==> config.mk <==
export PLATFORM = sky130hd
export DESIGN_NAME = sevseg_mux_driver
export DESIGN_NICKNAME = d
export VERILOG_FILES = /design/src/rtl/sevseg_mux_driver.sv
export SDC_FILE = /design/constraint.sdc
export NUM_CORES = 1
export LEC_CHECK = 0
export CAP_MARGIN = 10
export CORE_UTILIZATION = 26
export CTS_CLUSTER_DIAMETER = 150
export CTS_CLUSTER_SIZE = 24
export DETAILED_ROUTE_END_ITERATION = 6
export PLACE_DENSITY = 0.44
export SLEW_MARGIN = 20
export SYNTH_ARGS = -nofsm -noshare
export SYNTH_HDL_FRONTEND = slang
export SYNTH_SLANG_ARGS = --single-unit
==> constraint.sdc <==
create_clock -name clk -period 1.6 [get_ports clk]
set_input_delay 0.32 -clock clk [delete_from_list [all_inputs] [get_ports clk]]
set_output_delay 0.32 -clock clk [all_outputs]
set_load 0.02 [all_outputs]
==> src/rtl/sevseg_mux_driver.sv <==
`default_nettype none
// ============================================================================
// Module      : sevseg_mux_driver
// Description : Time-multiplexed seven-segment driver with dead-time gaps,
//               shadow/display double buffering and a frame-done pulse.
//               Optional build macro SEVSEG_LEADING_ZERO_BLANK_EN blanks
//               leading zero digits (digit 0 always shows).
// Revision    : 1.0 - initial release
// ============================================================================
module sevseg_mux_driver #(
    parameter int NUM_DIGITS  = 2,
    parameter int REFRESH_DIV = 1000,
    parameter int DEAD_CYCLES = 2
) (
    input  logic                    clk,
    input  logic                    reset,
    input  logic [4*NUM_DIGITS-1:0] hex_in,
    input  logic [NUM_DIGITS-1:0]   blank_in,
    input  logic                    load,
    output logic [6:0]              seg,
    output logic [NUM_DIGITS-1:0]   an,
    output logic                    frame_done
);

    localparam int c_MAX_CNT = (REFRESH_DIV > DEAD_CYCLES) ? REFRESH_DIV : DEAD_CYCLES;
    localparam int c_CNT_W   = $clog2(c_MAX_CNT + 1);
    localparam int c_DIG_W   = (NUM_DIGITS > 1) ? $clog2(NUM_DIGITS) : 1;

    localparam logic [c_CNT_W-1:0] c_ON_LAST    = c_CNT_W'(REFRESH_DIV - 1);
    localparam logic [c_CNT_W-1:0] c_DEAD_LAST  = c_CNT_W'((DEAD_CYCLES > 0) ? DEAD_CYCLES - 1 : 0);
    localparam logic [c_DIG_W-1:0] c_LAST_DIGIT = c_DIG_W'(NUM_DIGITS - 1);
    localparam bit                 c_SKIP_DEAD  = (DEAD_CYCLES == 0);

    localparam logic [0:0] c_ST_ON   = 1'b0;
    localparam logic [0:0] c_ST_DEAD = 1'b1;

    logic [0:0]              r_state;
    logic [c_CNT_W-1:0]      r_cnt;
    logic [c_DIG_W-1:0]      r_digit;
    logic                    r_wrapped;
    logic [4*NUM_DIGITS-1:0] r_shadow_hex;
    logic [NUM_DIGITS-1:0]   r_shadow_blank;
    logic [4*NUM_DIGITS-1:0] r_disp_hex;
    logic [NUM_DIGITS-1:0]   r_disp_blank;

    logic                    w_on_done;
    logic                    w_enter_on;
    logic                    w_to_dead;
    logic [c_DIG_W-1:0]      w_next_digit;
    logic [NUM_DIGITS-1:0]   w_eff_blank;
    logic [NUM_DIGITS-1:0]   w_an;
    logic [3:0]              w_cur_nib;
    logic                    w_cur_blank;

    function automatic logic [6:0] hex_to_seg(input logic [3:0] nib);
        logic [6:0] s;
        case (nib)
            4'h0: s = 7'b1000000;
            4'h1: s = 7'b1111001;
            4'h2: s = 7'b0100100;
            4'h3: s = 7'b0110000;
            4'h4: s = 7'b0011001;
            4'h5: s = 7'b0010010;
            4'h6: s = 7'b0000010;
            4'h7: s = 7'b1111000;
            4'h8: s = 7'b0000000;
            4'h9: s = 7'b0010000;
            4'hA: s = 7'b0001000;
            4'hB: s = 7'b0000011;
            4'hC: s = 7'b1000110;
            4'hD: s = 7'b0100001;
            4'hE: s = 7'b0000110;
            default: s = 7'b0001110;
        endcase
        return s;
    endfunction

    assign w_on_done    = (r_state == c_ST_ON) && (r_cnt == c_ON_LAST);
    assign w_enter_on   = (w_on_done && c_SKIP_DEAD) ||
                          ((r_state == c_ST_DEAD) && (r_cnt == c_DEAD_LAST));
    assign w_to_dead    = w_on_done && !c_SKIP_DEAD;
    assign w_next_digit = (r_digit == c_LAST_DIGIT) ? '0 : r_digit + 1'b1;

`ifdef SEVSEG_LEADING_ZERO_BLANK_EN
    // A digit is a leading zero when it and every digit above it are zero.
    always_comb begin
        logic zero_above;
        zero_above  = 1'b1;
        w_eff_blank = r_disp_blank;
        for (int k = NUM_DIGITS - 1; k >= 1; k--) begin
            zero_above = zero_above && (r_disp_hex[4*k +: 4] == 4'h0);
            if (zero_above) begin
                w_eff_blank[k] = 1'b1;
            end
        end
    end
`else
    assign w_eff_blank = r_disp_blank;
`endif

    always_comb begin
        w_cur_nib   = 4'h0;
        w_cur_blank = 1'b0;
        w_an        = '1;
        for (int k = 0; k < NUM_DIGITS; k++) begin
            if (r_digit == c_DIG_W'(k)) begin
                w_cur_nib   = r_disp_hex[4*k +: 4];
                w_cur_blank = w_eff_blank[k];
                w_an[k]     = 1'b0;
            end
        end
    end

    // Display register only changes on ON entry, so a digit never changes mid-period.
    always_ff @(posedge clk) begin
        if (!reset) begin
            r_state        <= c_ST_ON;
            r_cnt          <= '0;
            r_digit        <= '0;
            r_wrapped      <= 1'b0;
            r_shadow_hex   <= '0;
            r_shadow_blank <= '0;
            r_disp_hex     <= '0;
            r_disp_blank   <= '0;
        end else begin
            if (load) begin
                r_shadow_hex   <= hex_in;
                r_shadow_blank <= blank_in;
            end
            if (w_enter_on) begin
                r_state      <= c_ST_ON;
                r_cnt        <= '0;
                r_digit      <= w_next_digit;
                r_wrapped    <= (r_digit == c_LAST_DIGIT);
                r_disp_hex   <= r_shadow_hex;
                r_disp_blank <= r_shadow_blank;
            end else if (w_to_dead) begin
                r_state <= c_ST_DEAD;
                r_cnt   <= '0;
            end else begin
                r_cnt <= r_cnt + 1'b1;
            end
        end
    end

    always_ff @(posedge clk) begin
        if (!reset) begin
            seg        <= 7'h7F;
            an         <= '1;
            frame_done <= 1'b0;
        end else if (r_state == c_ST_ON) begin
            seg        <= w_cur_blank ? 7'h7F : hex_to_seg(w_cur_nib);
            an         <= w_an;
            frame_done <= (r_cnt == '0) && (r_digit == '0) && r_wrapped;
        end else begin
            seg        <= 7'h7F;
            an         <= '1;
            frame_done <= 1'b0;
        end
    end

endmodule
`default_nettype wire
# Yosys cells after proc, flatten, opt, wreduce, memory -nomap -nowiden

Memory sizes are Yosys's and may differ from the RTL's. A register that Yosys moved wholly into a read port is not among the register bits.
Cells that the tools add are included.

Muxes and demuxes: 5
Bitwise operators: 3
Reduce and logical (&&, ||, !) cells: 9
Eq/ne operators: 2
Add/subtract/negate cells: 2

Operators by type and width:

| cell                    | count |
|---|---|
| $add A10 B1 Y10 const B | 1 |
| $eq A10 B1 Y1 const B   | 1 |
| $eq A10 B10 Y1 const B  | 1 |
| $logic_not A10 Y1       | 1 |
| $reduce_or A3 Y1        | 2 |
| $logic_and A1 B1 Y1     | 4 |
| $mux W1                 | 4 |
| $mux W4                 | 1 |
| $reduce_or A2 Y1        | 2 |
| $not A1 Y1              | 3 |
| $add A1 B1 Y1 const B   | 1 |

Input port bits: 13
Memories: 1
Register bits: 36
ROM bits: 112
Word-level logic and storage cells: 32
Output and inout bits: 10

Memories:

| name            | depth | bits a word | read ports | clocked after Yosys merged registers in | wr ports | line | text |
|---|---|---|---|---|---|---|---|
| (no name shown) | 16    | 7           | 1          | 1                                       | 0        | 57   | `case (nib)` |

# Logic depth before layout (Yosys ltp)

Word-level depth: 3
Mapped depth: 7
Depth with buffers taken out: 6

# Least setup slack after synthesis

Ideal clock, no wire load.

Path type: reg-to-reg
Start point: register r_digit
End point: register seg[0]
Arrival: 1.595 ns
Data required time: 1.473 ns
Period minus slack after synthesis: 1.722 ns
Setup slack: -0.122 ns
Stages on the path, launching flop included: 7
Path through: dfxtp_1 -> buf_2 -> mux2_2 -> ha_1 -> or3_1 -> o221ai_1 -> nand2_1

Word-level cells in the longest chain between the ends: 2
Elaborated cells between the ends (all ways): 3

Ends and longest elaborated chain:

| element                           | line | text |
|---|---|---|
| start: declaration                | 39   | `logic [c_DIG_W-1:0] r_digit;` |
| start signal: assignment          | 133  | `r_digit <= w_next_digit;` |
| $mux W1                           | 106  | `if (r_digit == c_DIG_W'(k)) begin` |
| $reduce_or A3 Y1 (no source line) | -    |  |
| end: declaration                  | 20   | `output logic [6:0] seg,` |

Several ways; a longest one is shown, not always the timed one.
A chain may end at the register's enable or synchronous reset.

# Worst setup path after layout

Start point: register r_state
End point: register r_cnt[9]

Word-level cells in the longest chain between the ends: 3
Elaborated cells between the ends (all ways): 4

Ends and longest elaborated chain:

| element                               | line | text |
|---|---|---|
| start: declaration                    | 37   | `logic [0:0] r_state;` |
| start signal: assignment              | 117  | `r_state <= c_ST_ON;` |
| start signal: assignment              | 131  | `r_state <= c_ST_ON;` |
| start signal: assignment              | 138  | `r_state <= c_ST_DEAD;` |
| $not A1 Y1                            | -    |  |
| $logic_and A1 B1 Y1                   | 78   | `assign w_on_done = (r_state == c_ST_ON) && (r_cnt == c_ON_LAST);` |
| $reduce_or A3 Y1 (no source line) (*) | -    |  |
| end signal: assignment                | 141  | `r_cnt <= r_cnt + 1'b1;` |
| end: declaration                      | 38   | `logic [c_CNT_W-1:0] r_cnt;` |

Every way passes the cells marked *; elsewhere a longest branch is shown, timed or not.

==> summary.md <==
| Metric | Value |
|---|---|
| Final Instance Area | `2512 µm²` |
| CP Launch Type | `flop` |
| CTS clk-pin slew, worst paths | `0.08 ns` |
| Tcrit/Tclk final | `97.43%` |
| Multi-input logic area | `943.4 µm²` |
| GRT Overall Usage | `10.35%` |
| Asr flop ratio synth | `0%` |
| CP max stage delay | `0.51 ns` |
| CP arrival | `1.74 ns` |
| Core Rows | `30` |
| Synthesized area | `1841 µm²` |
| Yosys warnings | `0` |
| Largest family of logic cells by synthesized area | `simple AND/OR/NAND/NOR gates` |
| Adder-Cell Fraction of Synth Area | `6.118%` |
| Layout area overhead | `36.51%` |
| Final setup vio count | `0` |
| I/O pin count | `23` |
| Mux contribution to synthesized area | `16.18%` |
| Leading area contributor after synthesis | `dfxtp_1` |
| CTS Buffer Depth | `2` |
| Main synth FF type | `dfxtp_1` |
| Worst-Margin Slew | `0.2520 ns` |
| DRT iter0 DRCs | `34` |
| Area fraction in compound gates after synthesis | `5.506%` |
| Largest net degree at the start of global routing | `24` |
| Outcome | `finished, final reports clean` |
| CTS tree | `done` |
| Die width | `86.14 µm` |
| IO buf count | `22` |
| Syn_nets | `202` |
| Commonest cells post-synth | `dfxtp_1 (43), nor2_1 (32), mux2i_1 (25)` |
| Layout cells sized above 1 | `20.00%` |
| Core ar. | `6832 µm²` |
| Filler cell count | `712` |
| Util after Layout | `36.78%` |
| Detail Placement HPWL | `2.471 mm` |
| Setup Fix Bufs, Post-CTS | `0` |
| Antenna violations before repair | `0` |
| R2r setup slk | `0.04 ns` |
| Sink Count | `43` |
| Synthesis-stage register bit count | `43` |
| Hold depth | `2` |
| Vias | `1328` |
| Total CTS buffers | `5` |
| Cells after DPL | `313` |
| Post-DRT Antenna Nets | `0` |
| Final WL | `3.368 mm` |
| Drt wl/cell | `10.49 µm` |
| Unrepaired setup endpoints after global routing | `yes` |
| Top-count cell post-synth | `dfxtp_1` |
| Synth top area share | `46.77%` |
| HP Start | `r_wrapped` |
| ANT cells | `0` |
| Clock root buffer | `clkbuf_8` |
| First-pass GRT wire length | `5.996 mm` |
| Storage element area | `863.3 µm²` |
| R2R depth | `4` |
| CP max-delay cell | `or4b_1` |
| Chip height | `86.14 µm` |
| Min cycle time layout | `1.559 ns` |
| Setup_tns | `0 ns` |
| Hold Path Class | `flop to flop` |
| Worst Clk Skew | `0.006575 ns` |
| Simple-Gate Fraction of Synth Area | `16.72%` |
| Hold Path End | `frame_done` |
| CP Class | `flop to flop` |
| Rel. slew slack | `83.06%` |
| CP endpoint kind | `flop` |
| Worst-skew pair later-pin latency | `0.29 ns` |
| Post-route insts no fill | `321` |
| Nets@finish | `246` |
| Initial Util | `26.94%` |
| RD Place Congestion | `0.7969` |
| GRT Residual Overflow | `0` |
| Number of synthesized flops with an enable pin | `0` |
| Fmax | `641.5 MHz` |
| Dpl cell area | `2347 µm²` |
| H-tree lvl count | `2` |
| Ranking of synthesized cells by area | `dfxtp_1 (47%), mux2i_1 (14%), nor2_1 (6.5%)` |
| Reg-to-reg critical path endpoint | `r_cnt[9]` |
| Number of global-route vias before repair | `1276` |
| Static Leak | `0.9699 nW` |
| Post-synthesis cell type count | `31` |
| Die ar. | `7419 µm²` |
| DRC viols | `0` |
| Slew Limit Fails | `0` |
| Critical-path cell list | `or4b_1, or3_4, nand3b_4, nor2_1` |
| DR vias/cell | `4.137` |
| Mean Syn Cell Area | `10.23 µm²` |
| XOR/XNOR Fraction of Synth Area | `4.759%` |
| Peak supply drop | `0.5360 mV` |
| Crit path required time | `1.78 ns` |
| Synthesized instance count | `180` |
| DRT Pass-1 Iters | `4` |
| Sequential area share after synthesis | `46.77%` |
| CP Max Fanout | `10` |
| RR Startpoint | `r_state` |
| Power per cell area | `903.0 nW/µm²` |
| Max-cap violations | `0` |
| Fin. Hold Viols | `0` |
==> per-stage QoR <==
| step | hold WS [ns] | power [mW] | worst slack, ns |
|---|---|---|---|
| floorplan | 0.4135 | 1.215 | 0.02101 |
| global placement | 0.4598 | 1.297 | -0.2644 |
| detailed placement | 0.4553 | 1.298 | -0.3054 |
| CTS | 0.4670 | 2.302 | 0.02718 |
| global route | 0.4919 | 2.366 | -0.004990 |
| finish | 0.4532 | 2.269 | 0.04109 |
==> worst max-delay path, delay by kind of cell, from the launching register on <==
family	cells	cell delay [ns]
simple gates	4	1.11
flops	1	0.34
==> cells by family (layout without fill, tap and decap cells) <==
kind of cell	count (synthesis)	in the layout
mux	29	29
compound gates	12	12
xor+xnor	10	10
fa+ha+maj	9	9
flops	43	43
buf+inv	14	59
simple gates	63	63
==> how the worst max path moves through the flow <==
stage                       start       end
after detailed placement    reset    seg[6]
after floorplan           r_digit    seg[0]
after global placement      reset    seg[6]
final                     r_state  r_cnt[9]
after CTS                 r_state  r_cnt[6]
after global routing      r_state  r_cnt[4]
==> sequential cells by signal, indices dropped and copies added (netlist names) <==
name            cells
r_cnt              10
r_disp_hex          8
r_shadow_hex        8
seg                 7
an                  2
r_disp_blank        2
r_shadow_blank      2
frame_done          1
r_digit             1
r_state             1
r_wrapped           1
==> power breakdown <==
group          leakage [nW]  internal, mW  switching (mW)
clock network        0.0644         0.622           0.375
logic                 0.553        0.0858          0.0685
registers             0.353          1.10          0.0165
==> timing repair <==
action	CTS	global route
pin swaps	0	1
hold buffers	0	0
endpoints found under the setup margin	4	20
cloned	0	0
resized for setup	2	4
==> final cells by class <==
cell class              instances  share of cell area, %
multi-input cells             123                  37.55
inverters                       7                  1.046
well taps                      96                  4.781
repair buffers                 44                  16.83
clock buffers                   5                  2.739
flip-flops and latches         43                  34.36
clock inverters                 3                  2.689
==> layer usage <==
layer	routed length, µm	share of wire [%]	track usage (%)
met1	1801	53	14.83
met2	1363	40	14.21
met3	146	4.3	2.984
met4	57	1.7	4.545
met5	0	0	0
==> layout by cell type, fill, tap and decap left out, types with 2 or more instances in the layout <==
cell type	synthesis	routed
a21oi_1	2	2
buf_12	0	3
buf_4	2	19
bufinv_16	0	2
clkbuf_8	0	5
clkdlybuf4s50_1	0	22
dfxtp_1	43	41
dfxtp_2	0	2
ha_1	9	8
inv_1	7	7
mux2_4	0	2
mux2i_1	25	25
nand2_1	10	10
nand3_1	5	5
nand4_1	2	2
nor2_1	32	32
nor2b_1	2	2
nor3_1	3	3
nor4_2	0	2
o211ai_1	3	3
o221ai_1	4	3
or3_1	2	2
xnor2_1	7	7
xor2_1	3	3
Note: power is estimated with default switching activity, not from simulation.
